===== config.mk =====
export PLATFORM = sky130hd
export DESIGN_NAME = seq_playlist_scheduler
export DESIGN_NICKNAME = d
export VERILOG_FILES = /design/src/rtl/seq_playlist_scheduler.sv
export SDC_FILE = /design/constraint.sdc
export NUM_CORES = 1
export LEC_CHECK = 0
export BUFFER_PORTS_ARGS = -buffer_cell sky130_fd_sc_hd__buf_4
export CAP_MARGIN = 20
export CORE_ASPECT_RATIO = 0.75
export CORE_UTILIZATION = 56
export DETAILED_ROUTE_END_ITERATION = 10
export PLACE_DENSITY = 0.86
export SLEW_MARGIN = 0
export SYNTH_ARGS = -nofsm -noshare
export SYNTH_HDL_FRONTEND = slang
export SYNTH_SLANG_ARGS = --single-unit

===== constraint.sdc =====
create_clock -name clk -period 15.4 [get_ports clk]
set_clock_uncertainty 0.15 [all_clocks]
set_input_delay 0 -clock clk [delete_from_list [all_inputs] [get_ports clk]]
set_output_delay 0 -clock clk [all_outputs]
set_load 0.01 [all_outputs]

===== src/rtl/seq_playlist_scheduler.sv =====
// seq_playlist_scheduler: plays a host-loaded step table onto the generator config bus, forwarding foreign writes first
module seq_playlist_scheduler #(
   parameter int          NUM_CHANNELS         = 4,
   parameter int          NUM_STEPS            = 8,
   parameter logic [15:0] PL_BASE_ADDR         = 16'h0200,
   parameter logic [15:0] SEQ_BASE_ADDR        = 16'h0100,
   parameter logic [15:0] SEQ_CHANNEL_STRIDE   = 16'h0010,
   parameter logic [15:0] SEQ_REG_OFFSET_CTRL  = 16'h000A,
   parameter logic [15:0] SEQ_GLOBAL_CTRL_ADDR = 16'h01F0
) (
   input  logic        clk,
   input  logic        rst,
   input  logic [15:0] up_addr,
   input  logic [31:0] up_wdata,
   input  logic        up_write,
   output logic [15:0] cfg_addr,
   output logic [31:0] cfg_wdata,
   output logic        cfg_write,
   output logic        busy,
   output logic [3:0]  step_idx,
   output logic        done
);
   typedef enum logic [2:0] {IDLE, ARM, GO, DWELL, NEXT, DISARM, FIN} state_t;
   localparam logic [3:0]  CH_MAX    = 4'(NUM_CHANNELS - 1);
   localparam logic [3:0]  STEP_MAX  = 4'(NUM_STEPS - 1);
   localparam logic [15:0] CH_MASK   = 16'((32'd1 << NUM_CHANNELS) - 32'd1);
   localparam logic [15:0] CLAIM_LEN = 16'(16 + NUM_STEPS);
   state_t state, state_n;
   logic [15:0] off, mask, saddr;
   logic [31:0] sdata;
   logic [3:0]  ch, ch_n, step, step_n, last;
   logic [23:0] dwell, cnt, cnt_n;
   logic        claimed, fwd, ctrl_wr, step_wr, start, stop, loop, load, sreq, done_n;
   logic [15:0] tmask [16];
   logic [23:0] tdwell [16];
   assign off      = up_addr - PL_BASE_ADDR;
   assign claimed  = up_write && up_addr >= PL_BASE_ADDR && off < CLAIM_LEN;
   assign fwd      = up_write && !claimed;
   assign ctrl_wr  = claimed && off == 16'd0;
   assign step_wr  = claimed && off >= 16'd16;
   assign start    = ctrl_wr && up_wdata[0] && !up_wdata[1];
   assign stop     = ctrl_wr && up_wdata[1];
   assign busy     = state != IDLE;
   assign step_idx = step;
   // next-state logic; a scheduler write only advances when the edge is not taken by a forward
   always_comb begin
      state_n = state;
      ch_n    = ch;
      step_n  = step;
      cnt_n   = cnt;
      load    = 1'b0;
      sreq    = 1'b0;
      done_n  = 1'b0;
      saddr   = SEQ_BASE_ADDR + 16'(ch) * SEQ_CHANNEL_STRIDE + SEQ_REG_OFFSET_CTRL;
      sdata   = 32'(mask[ch] && state == ARM);
      case (state)
         IDLE: if (start) begin
            state_n = ARM;
            ch_n    = 4'd0;
            step_n  = 4'd0;
            load    = 1'b1;
         end
         ARM, DISARM: begin
            sreq = 1'b1;
            if (!fwd) begin
               ch_n    = ch == CH_MAX ? 4'd0 : ch + 4'd1;
               state_n = ch != CH_MAX ? state : state == ARM ? GO : FIN;
            end
         end
         GO: begin
            sreq  = 1'b1;
            saddr = SEQ_GLOBAL_CTRL_ADDR;
            sdata = 32'd1;
            if (!fwd) begin
               state_n = DWELL;
               cnt_n   = 24'd0;
            end
         end
         DWELL: begin
            cnt_n   = cnt == dwell ? cnt : cnt + 24'd1;
            state_n = cnt == dwell ? NEXT : DWELL;
         end
         NEXT: begin
            ch_n    = 4'd0;
            step_n  = step < last ? step + 4'd1 : loop ? 4'd0 : step;
            state_n = step < last || loop ? ARM : DISARM;
            load    = step < last || loop;
         end
         FIN: begin
            state_n = IDLE;
            done_n  = 1'b1;
         end
         default: state_n = IDLE;
      endcase
      if (stop && state != IDLE) begin
         state_n = DISARM;
         ch_n    = 4'd0;
         step_n  = step;
         sreq    = 1'b0;
         load    = 1'b0;
         done_n  = 1'b0;
      end
   end
   // FSM state and the registered config bus (forwards win the slot)
   always_ff @(posedge clk or posedge rst) begin
      if (rst) begin
         state     <= IDLE;
         ch        <= 4'd0;
         step      <= 4'd0;
         cnt       <= 24'd0;
         done      <= 1'b0;
         cfg_write <= 1'b0;
         cfg_addr  <= 16'd0;
         cfg_wdata <= 32'd0;
      end else begin
         state     <= state_n;
         ch        <= ch_n;
         step      <= step_n;
         cnt       <= cnt_n;
         done      <= done_n;
         cfg_write <= fwd || sreq;
         cfg_addr  <= fwd ? up_addr : sreq ? saddr : cfg_addr;
         cfg_wdata <= fwd ? up_wdata : sreq ? sdata : cfg_wdata;
      end
   end
   // step table, playlist options, and the per-step mask/dwell snapshot taken when a step loads
   always_ff @(posedge clk or posedge rst) begin
      if (rst) begin
         loop  <= 1'b0;
         last  <= 4'd0;
         mask  <= 16'd0;
         dwell <= 24'd0;
         for (int i = 0; i < 16; i++) begin
            tmask[i]  <= 16'd0;
            tdwell[i] <= 24'd0;
         end
      end else begin
         if (start && state == IDLE) begin
            loop <= up_wdata[2];
            last <= up_wdata[11:8] > STEP_MAX ? STEP_MAX : up_wdata[11:8];
         end
         if (load) begin
            mask  <= tmask[step_n];
            dwell <= tdwell[step_n];
         end
         if (step_wr) begin
            tmask[off[3:0]]  <= up_wdata[15:0] & CH_MASK;
            tdwell[off[3:0]] <= up_wdata[31:8];
         end
      end
   end
endmodule


==> Word level (Yosys, flattened, before mapping) <==
Cells that the tools add are included.
{ "word_totals": {"regBits": 770, "inputBits": 51, "out_inout_bits": 55, "elab_cells": 153} }
{ "op_classes": {"addsub": 6, "magnitude_cmp": 9, "eq_ne": 15, "muxes": 50, "n_bitwise": 2, "reduce_logical": 27} }
{ "op_table": {"columns": ["op", "count"], "rows": [
  ["384-bit bitwise mux", 1],
  ["256-bit bitwise mux", 1],
  ["24-bit 2-to-1 mux", 5],
  ["24-bit binary-select mux with 4-bit select", 1],
  ["24-bit demux with 4-bit select", 1],
  ["16-bit 2-to-1 mux", 5],
  ["16-bit binary-select mux with 4-bit select", 1],
  ["16-bit demux with 4-bit select", 1],
  ["32-bit 2-to-1 mux", 2],
  ["24-bit case mux with 2 select lines", 1],
  ["4-bit 2-to-1 mux", 9],
  ["24-bit by 1-bit adder with 24-bit output, second input constant", 1],
  ["24-bit == test", 1],
  ["3-bit 2-to-1 mux", 8],
  ["16-bit by 10-bit greater-or-equal comparator with 1-bit output, second input constant", 1],
  ["16-bit by 5-bit greater-or-equal comparator with 1-bit output, second input constant", 1],
  ["16-bit zero test", 1],
  ["16-bit by 5-bit < comparator with 1-bit output, second input constant", 1],
  ["16-bit by 10-bit subtractor with 16-bit output, second input constant", 1],
  ["3-bit case mux with 5 select lines", 1],
  ["1-bit logical AND", 12],
  ["3-bit != test, second input constant", 4],
  ["4-bit case mux with 3 select lines", 1],
  ["10-bit by 4-bit adder with 11-bit output, second input constant", 1],
  ["29 further kinds", 47]
]} }

==> Longest topological paths before layout <==
{ "logic_depth": {"depth_word": 13, "mapped_depth": 15, "depth_no_buf": 12} }

==> Worst setup path after synthesis <==
Ideal clock, no wire load.
{ "synth_path": {"path_type": "register to register", "from": "register step[1] (netlist: step_idx[1])", "to": "register dwell[12]", "setup_ns": 0.138, "arrival_time_ns": 3.102, "t_required_ns": 15.112, "setup_slack_ns": 12.009, "stages_incl_launch_ff": 14, "n_path_buf": 4, "period_less_slack_ns": 3.391, "path_cell_list": "dfrtp_1 -> ha_1 -> a2111oi_0 -> nor2_1 -> or3_1 -> and2_1 -> buf_6 -> buf_12 -> inv_2 -> buf_2 -> clkbuf_1 -> nand3_1 -> nand3b_1 -> o211ai_1"} }
{ "synth_via": {"elab_chain_len": 8, "elab_cells_between_ends": 14, "cone_classes": "add/sub (1); order compare (1); mux (10); bitwise (1); reduce/logical (1)"} }
{ "synth_lines": {"columns": ["item", "line", "source"], "rows": [
  ["from (decl)", "31", "logic [3:0] ch, ch_n, step, step_n, last;"],
  ["from (signal assigned)", "118", "step <= step_n;"],
  ["4-bit by 1-bit adder with 4-bit output (tied with other cells)", "85", "step_n = step < last ? step + 4'd1 : loop ? 4'd0 : step;"],
  ["4-bit 2-to-1 mux", "85", null],
  ["4-bit case mux with 2 select lines", "56", "case (state)"],
  ["4-bit 2-to-1 mux", "95", "if (stop && state != IDLE) begin"],
  ["4-bit NOT with 5-bit output (implied by the code)", "144", "dwell <= tdwell[step_n];"],
  ["24-bit binary-select mux with 4-bit select", "144", null],
  ["24-bit 2-to-1 mux (implied by the code) (2 in a row)", "144", null],
  ["to (signal assigned)", "144", null],
  ["to (decl)", "32", "logic [23:0] dwell, cnt, cnt_n;"]
]} }
Several ways; a longest one is shown, not always the timed one. The select of a mux whose other input is x is not followed.
A chain may end at the register's enable or synchronous reset.

==> Worst setup path after layout <==
{ "layout_path": {"from": "register step[1] (netlist: step_idx[1])", "to": "register dwell[17]"} }
Same word-level chain as after synthesis.

==> results.sh <==
export IMPL_drc=0
export IMPL_hold_class="input port to flip-flop"
export IMPL_htree_levels=2
export IMPL_grt_ovfl_total=0
export IMPL_fmax_mhz=194
export IMPL_cts_tree="done"
export IMPL_combPwrFrac=0.132
export IMPL_start_util=0.570
export IMPL_die_area_um2=43800
export IMPL_cap_violations=0
export IMPL_fin_nets=2074
export IMPL_areaGrowthSynthToFinish_pct=12.4
export IMPL_fillerInstances=2820
export IMPL_rsz0062_at_grt="no"
export IMPL_slew_violations=0
export IMPL_setup_viol=0
export IMPL_io_buffers=105
export IMPL_place_inst=2469
export IMPL_cts_buffer_depth=3
export IMPL_synth_area_um2=24100
export IMPL_core_area_um2=42200
export IMPL_async_flop_share=1.00
export IMPL_grt_pass1_vias=16500
export IMPL_gp_congestion=0.868
export IMPL_criticalPathCategory="flip-flop to flip-flop"
export IMPL_layout_commonest_cell="dfrtp_1"
export IMPL_fin_total_pwr_mw=3.48
export IMPL_rows=65
export IMPL_p_leak_nw=13.5
export IMPL_clock_latency_ps=590
export IMPL_grt_util_met1=0.394
export IMPL_power_switching_uw=907
export IMPL_antenna_found_initial=0
export IMPL_vdd_drop_max_mv=0.0916
export IMPL_swShare=0.261
export IMPL_die_h_um=182
export IMPL_routed_wl_um=58900
export IMPL_num_vias=16100
export IMPL_fin_crit_ps=5160
export IMPL_internal_power_mw=2.57
export IMPL_ys_types=61
export IMPL_cts_resized=0
export IMPL_path_clk_slew_ps=60
export IMPL_worst_setup_path_end_kind="flip-flop"
export IMPL_crit_path_max_fanout=45
export IMPL_worst_pin_slew_ps=1280
export IMPL_worstPathCellList="ha_1, a2111oi_0, nor3_1, a211oi_1, or2_4, clkinv_2, nor2_2, a221o_1, a21boi_1, o211ai_1"
export IMPL_avgSynthCellArea_um2=11.5
export IMPL_fin_setup_tns_ps=0
export IMPL_yosysWarnings=0
export IMPL_clock_power_share=0.415
export IMPL_slew_headroom=0.143
export IMPL_ys_flop_type="dfrtp_1"
export IMPL_stdcell_count=2626
export IMPL_arrival_ps=5430
export IMPL_grtUsageTotal=0.273
export IMPL_drtPass1Iterations=8
export IMPL_synth_edf_count=0
export IMPL_drive_gt1_frac=0.229
export IMPL_io_pins=106
export IMPL_outcome="completed"
export IMPL_use_met3=0.0619
export IMPL_grt_pass1_wl_um=92800
export IMPL_drt_iter0_drc=1591
export IMPL_grt_use_met2=0.408
export IMPL_synth_fp_nets=2159
export IMPL_antennaDiodeCount=0
export IMPL_routedWlPerCell_um=22.4
export IMPL_placed_area_um2=24400
export IMPL_grt_max_degree=210
export IMPL_fin_area_um2=27100
export IMPL_via_per_inst=6.12
export IMPL_cts_root_buf="clkbuf_16"
export IMPL_required_ps=15670
export IMPL_synth_seq_area_share=0.589
export IMPL_critical_path_slowest_cell="nor2_2"
export IMPL_power_density_nw_per_um2=129
export IMPL_startpoint_type="flip-flop"
export IMPL_post_route_period_util=0.335
export IMPL_p_seq_frac=0.453
export IMPL_fin_hold_ws_ps=33.7
export IMPL_crit_path_max_incr_delay_ps=770
export IMPL_mostFrequentLayoutCells="566 x dfrtp_1, 281 x nand2_1, 225 x mux2_2, 147 x nand3_1, 133 x mux2i_1"
export IMPL_grt_busiest_layer="met2"
export IMPL_die_width_um=241
export IMPL_cts_inserted_buffers=52
export IMPL_netlist_instances=2101
export IMPL_ant_nets=0
export IMPL_cts_num_sinks=566
export IMPL_hpwl_um=34400
export IMPL_synth_seq_cells=566
export IMPL_hold_viol=0
-- metrics by stage --
step / util / worst slack, ps
3_5_place_dp: 0.579 / 10370
6_report: 0.641 / 10240
2_1_floorplan: - / 7540
5_1_grt: 0.641 / 9900
4_1_cts: 0.637 / 10320
3_3_place_gp: 0.579 / 10620
-- synth_stat cells, types with 12 or more instances --
cell type | count | area share
dfrtp_1 | 566 | 0.59
clkbuf_1 | 282 | 0.044
nand2_1 | 281 | 0.044
mux2_2 | 225 | 0.11
nand3_1 | 147 | 0.031
mux2i_1 | 133 | 0.055
nor2_1 | 60 | 0.0094
a22o_1 | 39 | 0.014
xnor2_1 | 31 | 0.011
a21oi_1 | 30 | 0.0062
buf_2 | 30 | 0.0062
o21ai_0 | 23 | 0.0048
a32oi_1 | 22 | 0.0080
a22oi_1 | 20 | 0.0062
xor2_1 | 15 | 0.0055
nand4_1 | 14 | 0.0036
nor3_1 | 13 | 0.0027
o211ai_1 | 13 | 0.0041
a31oi_1 | 12 | 0.0031
inv_1 | 12 | 0.0019
nand3b_1 | 12 | 0.0037
-- final cells by class --
type                            instances  area (um^2)  share of cell area
Multi-Input combinational cell       1188         8500               0.314
Inverter                               15         61.3             0.00227
Sequential cell                       566        14200               0.523
Clock buffer                           76         1550              0.0574
Clock inverter                         19          387              0.0143
Tap cell                              569          712              0.0263
Timing Repair Buffer                  193         1680              0.0621
-- kinds of logic after synthesis --
group | after synthesis | synth area share
mux | 359 | 0.162
simple gates | 573 | 0.107
flops | 566 | 0.589
xor+xnor | 46 | 0.0167
compound gates | 203 | 0.0628
buf+inv | 347 | 0.0596
fa+ha+maj | 7 | 0.00364
-- sequential cells by signal, indices dropped and copies added (netlist names), 3 cells and up --
| name | count |
|---|---|
| cnt | 24 |
| tmask | 64 |
| cfg_addr | 16 |
| ch | 4 |
| last | 4 |
| tdwell | 384 |
| dwell | 24 |
| state | 3 |
| cfg_wdata | 32 |
| step_idx | 4 |
| mask | 4 |
-- worst paths after layout --
check,start,endpoint,cells past startpoint,slack (ps)
max in group asynchronous,rst,tdwell[278],10,12050
worst max-delay path,step_idx[1],dwell[17],10,10240
worst min-delay path,up_wdata[5],cfg_wdata[5],3,30
min in group asynchronous,rst,tdwell[222],4,350
worst max register to register,step_idx[1],dwell[17],10,10240
worst min register to register,tdwell[66],tdwell[66],0,220
-- worst max-delay path: cells and delay by family (launching register included) --
family / cells / cell delay (ps)
AOI/OAI and AO/OA: 5 / 1650
adders and majority gates: 1 / 330
buffers and inverters: 1 / 660
DFF: 1 / 460
and+or+nand+nor: 3 / 1700
-- routing by layer --
metal | up-vias | wire length, um
met2 | 853 | 26900
li1 | 6923 | -
met5 | - | 0
met4 | 0 | 1750
met1 | 8157 | 24800
met3 | 147 | 5380
-- power by group through the flow --
stage / Combinational, mW / Sequential, mW / Clock, mW
2_1_floorplan: 0.277 / 1.60 / 0
3_3_place_gp: 0.406 / 1.60 / 0
3_5_place_dp: 0.422 / 1.60 / 0
4_1_cts: 0.437 / 1.57 / 1.45
5_1_grt: 0.491 / 1.58 / 1.52
6_report: 0.460 / 1.58 / 1.44
-- timing repair --
item / 4_1_cts / 5_1_grt
hold buffers: 52 / 1
setup buffers: 0 / 0
endpoints found under the hold margin: 328 / 4
Note: power is estimated with default switching activity, not from simulation.
